`src/rtl/gpio_pkg.sv`:
```
`default_nettype none
// ============================================================================
//  Module      : gpio_pkg
//  Description : Shared constants and helpers for the gpio_irq_npins port:
//                register address map, address width and filter counter
//                width calculation.
//  Revision    : 1.0 - initial release
// ============================================================================
package gpio_pkg;

  // Register bus address width
  localparam int ADDR_W = 4;

  // Register address map
  localparam logic [ADDR_W-1:0] ADDR_DATA_OUT   = 4'd0;
  localparam logic [ADDR_W-1:0] ADDR_DIR        = 4'd1;
  localparam logic [ADDR_W-1:0] ADDR_DATA_IN    = 4'd2;
  localparam logic [ADDR_W-1:0] ADDR_SET        = 4'd3;
  localparam logic [ADDR_W-1:0] ADDR_CLR        = 4'd4;
  localparam logic [ADDR_W-1:0] ADDR_TGL        = 4'd5;
  localparam logic [ADDR_W-1:0] ADDR_RISE_EN    = 4'd6;
  localparam logic [ADDR_W-1:0] ADDR_FALL_EN    = 4'd7;
  localparam logic [ADDR_W-1:0] ADDR_IRQ_STATUS = 4'd8;

  // Counter must hold values 0..FILTER_CYCLES
  function automatic int filter_cnt_width(input int filter_cycles);
    return $clog2(filter_cycles + 1);
  endfunction

endpackage : gpio_pkg
`default_nettype wire

```
`src/rtl/gpio_in_filter.sv`:
```
`default_nettype none
// ============================================================================
//  Module      : gpio_in_filter
//  Description : One GPIO input pin: multi-flop synchroniser followed by a
//                stability filter. Emits single-cycle rise/fall indications
//                that are asserted during the cycle whose closing edge
//                updates the filtered value.
//  Revision    : 1.0 - initial release
// ============================================================================
module gpio_in_filter
  import gpio_pkg::*;
#(
  parameter int SYNC_STAGES   = 2,
  parameter int FILTER_CYCLES = 4
) (
  input  logic clk,
  input  logic reset,
  input  logic pad,
  output logic filtered,
  output logic rise,
  output logic fall
);

  localparam int CW = filter_cnt_width(FILTER_CYCLES);
  localparam logic [CW-1:0] CNT_LAST = CW'(FILTER_CYCLES - 1);

  logic [SYNC_STAGES-1:0] sync_q;
  logic [CW-1:0]          cnt_q;
  logic                   filt_q;
  logic                   synced;
  logic                   mismatch;
  logic                   update;

  assign synced   = sync_q[SYNC_STAGES-1];
  assign mismatch = (synced != filt_q);
  // The FILTER_CYCLES-th consecutive mismatching sample commits the new value
  assign update   = mismatch && (cnt_q == CNT_LAST);

  assign filtered = filt_q;
  assign rise     = update &&  synced;
  assign fall     = update && !synced;

  // Synchroniser chain: pad enters at bit 0, synchronised value leaves at the top
  always_ff @(posedge clk or negedge reset) begin
    if (!reset) begin
      sync_q <= '0;
    end else begin
      sync_q <= {sync_q[SYNC_STAGES-2:0], pad};
    end
  end

  // Stability filter: count mismatching samples, adopt new value once enough seen
  always_ff @(posedge clk or negedge reset) begin
    if (!reset) begin
      cnt_q  <= '0;
      filt_q <= 1'b0;
    end else if (!mismatch) begin
      cnt_q  <= '0;
    end else if (update) begin
      cnt_q  <= '0;
      filt_q <= synced;
    end else begin
      cnt_q  <= cnt_q + CW'(1);
    end
  end

endmodule : gpio_in_filter
`default_nettype wire

```
`src/rtl/gpio_irq_npins.sv`:
```
`default_nettype none
// ============================================================================
//  Module      : gpio_irq_npins
//  Description : N-pin GPIO port with per-pin direction, atomic set/clear/
//                toggle of the output register, synchronised and glitch-
//                filtered inputs, rise/fall edge detection, sticky W1C
//                interrupt status and a single interrupt output.
//  Revision    : 1.0 - initial release
// ============================================================================
module gpio_irq_npins
  import gpio_pkg::*;
#(
  parameter int N_PINS        = 16,
  parameter int SYNC_STAGES   = 2,
  parameter int FILTER_CYCLES = 4
) (
  input  logic              clk,
  input  logic              reset,
  input  logic              wr_en,
  input  logic              rd_en,
  input  logic [ADDR_W-1:0] addr,
  input  logic [N_PINS-1:0] wdata,
  output logic [N_PINS-1:0] rdata,
  input  logic [N_PINS-1:0] gpio_pins,
  output logic [N_PINS-1:0] gpio_pins_out,
  output logic [N_PINS-1:0] gpio_oe,
  output logic              irq
);

  logic [N_PINS-1:0] data_out_q;
  logic [N_PINS-1:0] dir_q;
  logic [N_PINS-1:0] rise_en_q;
  logic [N_PINS-1:0] fall_en_q;
  logic [N_PINS-1:0] status_q;
  logic [N_PINS-1:0] rdata_q;

  logic [N_PINS-1:0] data_in;
  logic [N_PINS-1:0] rise_vec;
  logic [N_PINS-1:0] fall_vec;
  logic [N_PINS-1:0] event_vec;
  logic [N_PINS-1:0] w1c_vec;
  logic [N_PINS-1:0] rd_mux;

  // Per-pin input conditioning
  generate
    for (genvar i = 0; i < N_PINS; i++) begin : g_pin
      gpio_in_filter #(
        .SYNC_STAGES   (SYNC_STAGES),
        .FILTER_CYCLES (FILTER_CYCLES)
      ) u_in_filter (
        .clk      (clk),
        .reset    (reset),
        .pad      (gpio_pins[i]),
        .filtered (data_in[i]),
        .rise     (rise_vec[i]),
        .fall     (fall_vec[i])
      );
    end
  endgenerate

  // Control registers written from the bus; SET/CLR/TGL modify DATA_OUT atomically
  always_ff @(posedge clk or negedge reset) begin
    if (!reset) begin
      data_out_q <= '0;
      dir_q      <= '0;
      rise_en_q  <= '0;
      fall_en_q  <= '0;
    end else if (wr_en) begin
      case (addr)
        ADDR_DATA_OUT: data_out_q <= wdata;
        ADDR_DIR:      dir_q      <= wdata;
        ADDR_SET:      data_out_q <= data_out_q | wdata;
        ADDR_CLR:      data_out_q <= data_out_q & ~wdata;
        ADDR_TGL:      data_out_q <= data_out_q ^ wdata;
        ADDR_RISE_EN:  rise_en_q  <= wdata;
        ADDR_FALL_EN:  fall_en_q  <= wdata;
        default: ;
      endcase
    end
  end

  // Enabled edges from the filters; uses enables as they stand before any same-cycle write
  assign event_vec = (rise_vec & rise_en_q) | (fall_vec & fall_en_q);
  assign w1c_vec   = (wr_en && (addr == ADDR_IRQ_STATUS)) ? wdata : '0;

  // Sticky status: clear applied first so a simultaneous new event keeps the bit set
  always_ff @(posedge clk or negedge reset) begin
    if (!reset) begin
      status_q <= '0;
    end else begin
      status_q <= (status_q & ~w1c_vec) | event_vec;
    end
  end

  // Read mux reflects register contents before any write in the same cycle
  always_comb begin
    rd_mux = '0;
    case (addr)
      ADDR_DATA_OUT:   rd_mux = data_out_q;
      ADDR_DIR:        rd_mux = dir_q;
      ADDR_DATA_IN:    rd_mux = data_in;
      ADDR_RISE_EN:    rd_mux = rise_en_q;
      ADDR_FALL_EN:    rd_mux = fall_en_q;
      ADDR_IRQ_STATUS: rd_mux = status_q;
      default:         rd_mux = '0;
    endcase
  end

  // Registered read data, held between reads
  always_ff @(posedge clk or negedge reset) begin
    if (!reset) begin
      rdata_q <= '0;
    end else if (rd_en) begin
      rdata_q <= rd_mux;
    end
  end

  assign rdata         = rdata_q;
  assign gpio_pins_out = data_out_q;
  assign gpio_oe       = dir_q;
  // Interrupt derives only from status flops, never directly from the pads
  assign irq           = |status_q;

endmodule : gpio_irq_npins
`default_nettype wire

```
`config.mk`:
```
export PLATFORM = sky130hd
export DESIGN_NAME = gpio_irq_npins
export DESIGN_NICKNAME = d
export VERILOG_FILES = /design/src/rtl/gpio_pkg.sv /design/src/rtl/gpio_in_filter.sv /design/src/rtl/gpio_irq_npins.sv
export SDC_FILE = /design/constraint.sdc
export NUM_CORES = 1
export LEC_CHECK = 0
export ABC_AREA = 1
export BUFFER_PORTS_ARGS = -buffer_cell sky130_fd_sc_hd__buf_2
export CORE_MARGIN = 2
export CORE_UTILIZATION = 36
export CTS_BUF_LIST = sky130_fd_sc_hd__clkbuf_4 sky130_fd_sc_hd__clkbuf_8
export CTS_CLUSTER_SIZE = 8
export DETAILED_ROUTE_END_ITERATION = 12
export HOLD_SLACK_MARGIN = 0.15
export PLACE_DENSITY_LB_ADDON = 0.25
export SLEW_MARGIN = 20
export SYNTH_ARGS = -nofsm -noshare
export SYNTH_HDL_FRONTEND = slang
export SYNTH_SLANG_ARGS = --single-unit
```
`constraint.sdc`:
```
create_clock -name clk -period 1.55 [get_ports clk]
set_input_delay 0.0775 -clock clk [delete_from_list [all_inputs] [get_ports clk]]
set_output_delay 0.0775 -clock clk [all_outputs]
set_load 0.03 [all_outputs]
```
# Word level (Yosys, flattened, before mapping)
# Cells that the tools add are included.
# classes
n_bitwise	10
muxes	35
n_addsub	16
n_eq_ne	40
reduce_logical	88
# op_table
op	count
3-bit two-way mux	32
16-bit one-hot mux with 6 select lines	1
16-bit bitwise AND	4
16-bit one-hot mux with 4 select lines	1
1-bit logical AND	49
3-bit by 1-bit adder with 3-bit output, second input constant	16
3-bit by 2-bit equality test with 1-bit output, second input constant	16
16-bit bitwise OR	3
2-bit AND reduction	20
16-bit NOT	2
4-bit by 3-bit equality test with 1-bit output, second input constant	4
1-bit logical NOT	16
16-bit two-way mux	1
1-bit inequality test	16
16-bit OR reduction	1
16-bit bitwise XOR	1
4-bit by 2-bit equality test with 1-bit output, second input constant	2
4-bit by 1-bit equality test with 1-bit output, second input constant	1
4-bit equality test, second input constant	1
4-bit logical NOT	1
4-bit nonzero test	1
# word_totals
ff_bits	192
inputBits	40
word_cells	243
output_inout_bits	49

# Depth between registers and ports, before layout
# Gate-level depths: netlist of the first run.
# logic_depth
ltp_word	6
depth_mapped	9
depth_no_buf	8

# Cells and area by module
# From an unflattened synthesis of the first run, not the netlist that was laid out.
# hier_totals
hier_cells	1142
area_unflattened_um2	9375.2
# by_module_without_submodules
module	cells_each	seq_area_each_um2	n_inst	area_per_inst_um2
gpio_irq_npins	774	2402.3	1	5651.7
gpio_in_filter	23	150.1	16	232.7

# Worst setup path before layout of the first run
# OpenSTA, ideal clock, no wires.
# synth_path
path_type	reg-to-reg
start	register data_out_q[15] (netlist: gpio_pins_out[15])
end	register data_out_q[15] (netlist: gpio_pins_out[15])
arrival_ns	1.129
setup_time_ns	0.117
t_required_ns	1.433
path_buffers	0
path_stages_with_launch	7
path_slack_ns	0.304
cell_sequence	dfrtp_1 inv_1 ha_1 nand3_1 nand4_1 nand2_1 nand2_1
# synth_via
elab_chain_len	2
word_cells_on_any_way	4
cone_classes	1 x mux; 3 x bitwise
# synth_lines
item	line	source
start: declaration	gpio_irq_npins.sv:30	logic [N_PINS-1:0] data_out_q;
start signal: assignment	gpio_irq_npins.sv:70	ADDR_DATA_OUT: data_out_q <= wdata;
start signal: assignment	gpio_irq_npins.sv:72	ADDR_SET: data_out_q <= data_out_q | wdata;
start signal: assignment	gpio_irq_npins.sv:73	ADDR_CLR: data_out_q <= data_out_q & ~wdata;
16-bit bitwise XOR, or another cell as far along	gpio_irq_npins.sv:74	ADDR_TGL: data_out_q <= data_out_q ^ wdata;
16-bit one-hot mux with 4 select lines *	gpio_irq_npins.sv:69	case (addr)
# Every way passes the cells marked *; elsewhere a longest branch is shown, timed or not.
# A chain may end at the register's enable or synchronous reset.

# Worst setup path after layout of the first run
# layout_path
start	register status_q[3]
end	output port irq
# layout_via
elab_chain_len	1
# layout_lines
item	line	source
start: declaration	gpio_irq_npins.sv:34	logic [N_PINS-1:0] status_q;
start signal: assignment	gpio_irq_npins.sv:91	status_q <= (status_q & ~w1c_vec) | event_vec;
16-bit OR reduction	gpio_irq_npins.sv:122	assign irq = |status_q;
end: declaration	gpio_irq_npins.sv:27	output logic irq
# No other way between the ends.

==> results.ini, run 1 <==
[worst_setup_path]
crit_family = simple AND/OR/NAND/NOR gates
cp_num_cells = 3
r2r-end = status_q[2]$_DFF_PN0_
crit_chain = nor4_4 -> nand4_1 -> buf_6
cp.required_ns = 1.47
critPathKind = flip-flop to output port
path_buf_inv = 1
rr_worst_depth = 4
crit_start = status_q[3]$_DFF_PN0_
timing.rr.start = g_pin[2].u_in_filter.sync_q[1]$_DFF_PN0_
startpoint_type = flip-flop
arrival_ns = 1.63
crit_end = irq
critical-path-slowest-cell = dfrtp_1
cpPeakStageDelay_ns = 0.43
end_kind = output port
worstPathMaxFanout = 3
rrSetupSlack_ns = 0.27

[synthesis]
synthXorXnorAreaFrac = 0.0153
syn_inst = 1027
ys_types = 25
synth_top_family_by_area = simple AND/OR/NAND/NOR gates
synthAdderAreaFrac = 0.0656
synth_mux_area_frac = 0.0184
synth_area_leaders = dfrtp_1 52%, nand3_1 8.3%, nand2_1 7.4%, ha_1 6.6%, nor2_1 5.1%
synthSimpleGateAreaFrac = 0.263
syn-num-nets = 1115
yosysTopAreaCell = dfrtp_1
synth_seq_cells = 192
yosysWarnings = 0
synth_area_sq_um = 9160
syn_area_per_cell_sq_um = 8.92
synth_top_cell_area_share = 0.525
yosysSeqAreaShare = 0.525
synth_compound_area_frac = 0.0508

[finish]
largestRegisters = g_pin.u_in_filter.cnt_q: 48 flops, g_pin.u_in_filter.sync_q: 32 flops
multi_input_area_sq_um = 3820
top_register = g_pin.u_in_filter.cnt_q
syn2layout_area_growth_pct = 19.1
drive_gt1_frac = 0.163
fin_cells = 1504
fill_cells = 2565
antennaDiodeCount = 0
final_nets = 1249
final_area_sq_um = 10900
largest_register_ffs = 48
seqCellArea_sq_um = 4810

[timing]
finalCritPeriodShare = 1.10
rsz0062_at_grt = true
finalHoldViolCount = 0
max_freq_mhz = 584
maxSlewViolCount = 0
finalCriticalPeriod_ns = 1.71
worstMarginPinSlew_ns = 0.501
setup_ws_ns = -0.161
max-slew-margin-rel = 0.664
setup_viol = 1
skew_ns = 0.0151

[power_and_ir_drop]
switching_share = 0.364
clockPowerShare = 0.226
p_switching_mw = 5.22
combPwrFrac = 0.265
p_per_area_nw_per_um2 = 1320
p_leak_nw = 5.23
p_seq_frac = 0.508
ir_drop_mv = 0.480
p_int_mw = 9.12
power_mw = 14.3

[global_route]
track_usage = 0.191
globalRouteOverflowTotal = 0
antenna_found_initial = 0
grt_pass1_vias = 7027
grt_pass1_wl_um = 39200
grt_start_max_net_pins = 53

[routing]
wire_per_inst_um = 16.2
viasPerCell = 5.02
drt-initial-drc-count = 602
routed_wl_um = 24400
vias = 7554
drcViolationCount = 0
drtPass1Iterations = 5
ant_nets = 0

[die]
initial_core_util = 0.365
ioPinCount = 89
rows = 58
die_x_um = 163
coreArea_sq_um = 25100
die-area_sq_um = 26700
die-height_um = 163

[cts]
cts_sinks = 192
cts_tree = yes
cts-htree-levels = 4
clock_latency_ns = 0.48
cts.clk_slew.worst_paths_ns = 0.10
numCtsBuffers = 17
root_buffer = clkbuf_8
clock_path_buffers = 2

[place]
numPortBuffers = 88
place_hpwl_um = 17100
placed_area_sq_um = 10100
gp_congestion = 0.826
placed_cells = 1432

[hold_path]
hold_path.class = input port to flip-flop

[run]
drv_cap = 0

[outcome]
violations = setup timing
status = complete, but fails checks

worst register-to-register path, stage by stage (launching register included):
cell      delay (ns)
dfrtp_1         0.47
xnor2_1         0.34
nor2_1          0.18
nand3b_1        0.12
nand3_1         0.07
per-stage QoR:
stage / TNS [ns] / utilization / setup WS (ns) / hold WS (ns)
finish: -0.161 / 0.434 / -0.161 / 0.191
global route: -0.258 / 0.434 / -0.258 / 0.193
CTS: -0.227 / 0.434 / -0.227 / 0.167
detailed placement: -0.0436 / 0.402 / -0.0436 / 0.0714
global placement: -0.121 / 0.402 / -0.121 / 0.0684
floorplan: 0 / - / 0.304 / -0.218
what timing repair did:
action                                  in CTS  in global routing
gates cloned                                 0                  0
pin swaps                                    4                  0
setup buffers                                3                  1
hold buffers                                37                  0
resized for setup                            7                  2
endpoints found under the hold margin      293                  0
endpoints found under the setup margin       1                  1
final cells by class:
cell class | count | area share
timing repair buffer | 160 | 0.108
clock inverter | 14 | 0.0119
inverter | 83 | 0.0286
sequential | 192 | 0.441
tap | 330 | 0.0379
clock buffer | 18 | 0.0227
multi-input combinational | 707 | 0.351
cells in the mapped netlist:
library cell and count:
nand3_2 2, nand2_2 4, nand2_1 181, nand3_1 152
clkbuf_1 11, a21oi_1 20, buf_2 22, inv_2 3
nand4_1 17, nor3_1 28, buf_6 5, dfrtp_1 192
ha_1 48, nor4_1 4, inv_1 80, nor2_1 124
nor2_4 4, xnor2_1 16, buf_4 7, o21ai_1 27
nor3b_1 4, nand3b_1 12, mux2_2 15, o21ai_0 46
nor2_2 3
routing by layer:
layer | vias up | track usage | routed length, um | share of wire
li1 | 3658 | - | - | -
met1 | 3652 | 0.285 | 11800 | 0.49
met2 | 226 | 0.285 | 10800 | 0.44
met3 | 18 | 0.0300 | 1360 | 0.056
met4 | 0 | 0.0558 | 361 | 0.015
met5 | - | 0 | 0 | 0
how the worst min path moves through the flow:
stage	from	end	slack (ns)	depth (start not counted)
2_1_floorplan	reset	fall_en_q[0]$_DFFE_PN0P_	-0.22	0
3_3_place_gp	reset	g_pin[14].u_in_filter.sync_q[0]$_DFF_PN0_	0.07	1
3_5_place_dp	reset	g_pin[14].u_in_filter.sync_q[0]$_DFF_PN0_	0.07	1
4_1_cts	addr[2]	rise_en_q[12]$_DFFE_PN0P_	0.17	6
5_1_grt	addr[2]	rise_en_q[12]$_DFFE_PN0P_	0.19	6
6_report	addr[2]	rise_en_q[12]$_DFFE_PN0P_	0.19	6
cell usage in the layout, fill, tap and decap left out, types with 2 or more instances in the layout:
master,n
ha_1,48
nor3_1,28
nor4_2,2
nand2_1,181
xnor2_1,16
nand3b_1,12
clkinv_4,2
nand2_2,4
buf_4,28
buf_2,86
a21oi_1,20
inv_6,5
mux2_2,15
nand4_1,17
o21ai_0,46
nor3b_1,4
o21ai_1,27
inv_2,3
nand3_2,2
nor2_4,4
dlygate4sd3_1,37
nor4_4,2
nor2_2,3
dfrtp_1,191
clkinv_2,4
clkbuf_8,19
nor2_1,124
buf_12,7
nand3_1,152
inv_1,80
cell families after synthesis:
kind of cell             Yosys count
AO/OA/AOI/OAI                     93
XOR/XNOR                          16
adder cells (fa/ha/maj)           48
buffers and inverters            128
flip-flops                       192
multiplexers                      15
AND/OR/NAND/NOR                  535
power by group through the flow:
stage	clock, mW	sequential [mW]	combinational (mW)
2_1_floorplan	0	7.45	2.22
3_3_place_gp	0	7.29	3.57
5_1_grt	3.54	7.44	4.32
3_5_place_dp	0	7.32	3.67
4_1_cts	3.33	7.27	3.83
6_report	3.25	7.29	3.81
(Power assumes the default switching activity.)
==> run 2, diff against run 1 <==
Settings changed: CELL_PAD_IN_SITES_DETAIL_PLACEMENT set to 1, CELL_PAD_IN_SITES_GLOBAL_PLACEMENT set to 1.
==> run 2 against run 1 <==
  * The run still ends with setup timing left
  * Worst setup slack got worse by 0.12 ns
  * Highest routed layer unchanged
  * Combinational power barely moved
  * Via count rose by 1.0%
  * Core utilization rose by 0.52 points
  * Largest cell class unchanged
  * Clock skew rose by 0.0032 ns
  * Power rose by 3.1%
  * Critical path type unchanged
==> results.ini, run 2 (synthesis gave the netlist of run 1 again) <==
[routing]
vias = 7631  ; +1.0%
wire_per_inst_um = 17.9  ; +10%
drtPass1Iterations = 5  ; unchanged
ant_nets = 0  ; unchanged
routed_wl_um = 27000  ; +11%
drcViolationCount = 0  ; unchanged
drt-initial-drc-count = 440  ; -27%
viasPerCell = 5.06  ; +0.68%

[timing]
finalCritPeriodShare = 1.18  ; +0.0770
max_freq_mhz = 546  ; -6.5%
skew_ns = 0.0183  ; +0.00323 ns
setup_ws_ns = -0.281  ; -0.119 ns
setup_viol = 1  ; unchanged
max-slew-margin-rel = 0.719  ; +0.0550
finalSetupTns_ns = -0.281  ; -0.119 ns
worstMarginPinSlew_ns = 0.419  ; -0.0819 ns
finalCriticalPeriod_ns = 1.83  ; +0.119 ns
maxSlewViolCount = 0  ; unchanged
worst_hold_slack_ns = 0.226  ; +0.0342 ns
rsz0062_at_grt = true
finalHoldViolCount = 0  ; unchanged

[finish]
fin_cells = 1509  ; +0.33%
largestRegisters = g_pin.u_in_filter.cnt_q: 48 flops, g_pin.u_in_filter.sync_q: 32 flops
final_area_sq_um = 11000  ; +1.2%
syn2layout_area_growth_pct = 20.5
largest_register_ffs = 48  ; unchanged
top_register = g_pin.u_in_filter.cnt_q
final_nets = 1254  ; +0.40%
final_cell_mix = 192 x dfrtp_1, 181 x nand2_1, 152 x nand3_1
fill_cells = 3028  ; +18%
antennaDiodeCount = 0  ; unchanged
final_common_cell = dfrtp_1
utilization = 0.440  ; +0.00518
drive_gt1_frac = 0.160  ; -0.00239

[die]
rows = 58  ; unchanged
die-area_sq_um = 26700  ; unchanged
initial_core_util = 0.365  ; unchanged
die-height_um = 163  ; unchanged
coreArea_sq_um = 25100  ; unchanged
die_x_um = 163  ; unchanged
ioPinCount = 89  ; unchanged

[worst_setup_path]
crit_chain = nor4_2 -> buf_4 -> nand4_1 -> buf_6
critPathKind = flip-flop to output port
cp.required_ns = 1.47  ; about the same
startpoint_type = flip-flop
cpPeakStageDelay_ns = 0.43  ; about the same
worstPathMaxFanout = 3  ; unchanged
timing.rr.start = g_pin[2].u_in_filter.sync_q[1]$_DFF_PN0_
arrival_ns = 1.75  ; +0.12 ns
critical-path-slowest-cell = dfrtp_1
end_kind = output port
rrSetupSlack_ns = 0.22  ; -0.05 ns
crit_start = status_q[3]$_DFF_PN0_

[cts]
cts_sinks = 192  ; unchanged
root_buffer = clkbuf_8
cts_tree = yes
cts.clk_slew.worst_paths_ns = 0.10  ; about the same
clock_latency_ns = 0.48  ; about the same
cts-htree-levels = 4  ; unchanged
numCtsBuffers = 17  ; unchanged
clock_path_buffers = 2  ; unchanged

[hold_path]
hold_path.class = input port to flip-flop
hold_start = addr[2]

[place]
numPortBuffers = 88  ; unchanged
gp_congestion = 0.791  ; -4.3%
placed_cells = 1434  ; +0.14%
place_hpwl_um = 18800  ; +9.9%
placed_area_sq_um = 10200  ; +0.64%
pre_cts_ws_ns = 0.0761  ; +0.120 ns

[run]
drv_cap = 0  ; unchanged

[power_and_ir_drop]
p_per_area_nw_per_um2 = 1340  ; +1.9%
ir_drop_mv = 0.598  ; +25%
power_mw = 14.8  ; +3.1%
p_leak_nw = 5.30  ; +1.3%

[global_route]
globalRouteOverflowTotal = 0  ; unchanged
grt_pass1_vias = 7972  ; +13%
grt_pass1_wl_um = 43700  ; +11%
grt_start_max_net_pins = 43  ; -19%
antenna_found_initial = 0  ; unchanged
track_usage = 0.213  ; +0.0220

[outcome]
status = complete, but fails checks
violations = setup timing

run 2: layer usage:
metal  GRT usage  vias up  part of all wire
met5           0        -                 0
met4      0.0518        0             0.013
met3      0.0432       26             0.043
met2       0.340      157              0.46
met1       0.298     3796              0.48
li1            -     3652                 -
run 2: worst max-delay path, delay by kind of cell (launching register included):
family                 cells  cell delay, ns
buffers and inverters      2            0.36
and+or+nand+nor            2            0.49
DFF                        1            0.43
run 2: layout make-up:
cell class / count / area (sq um) / share of cell area
tap: 330 / 413 / 0.0374
timing repair buffer: 165 / 1270 / 0.115
sequential: 192 / 4800 / 0.435
inverter: 83 / 312 / 0.0282
multi-input combinational: 707 / 3790 / 0.344
clock buffer: 18 / 241 / 0.0219
clock inverter: 14 / 200 / 0.0181
run 2: power breakdown:
part / switching [mW] / internal [mW]
Sequential: 1.05 / 6.21
Clock: 1.91 / 1.80
Combinational: 2.30 / 1.53
run 2: path summary, 6_finish.rpt:
path,end,depth (start not counted)
setup / recovery,irq,4
hold / removal,rdata[6]$_DFFE_PN0P_,6
setup reg to reg,status_q[2]$_DFF_PN0_,4
hold reg to reg,g_pin[10].u_in_filter.sync_q[1]$_DFF_PN0_,0
max in group asynchronous,rdata[2]$_DFFE_PN0P_,4
min in group asynchronous,rdata[0]$_DFFE_PN0P_,3
run 2: what timing repair did:
item | in CTS | in global routing
buffers inserted | 0 | 2
pin swaps | 0 | 1
gates resized for setup | 3 | 1
hold endpoints to repair | 293 | 0
hold buffers | 41 | 0
setup endpoints to repair | 1 | 2
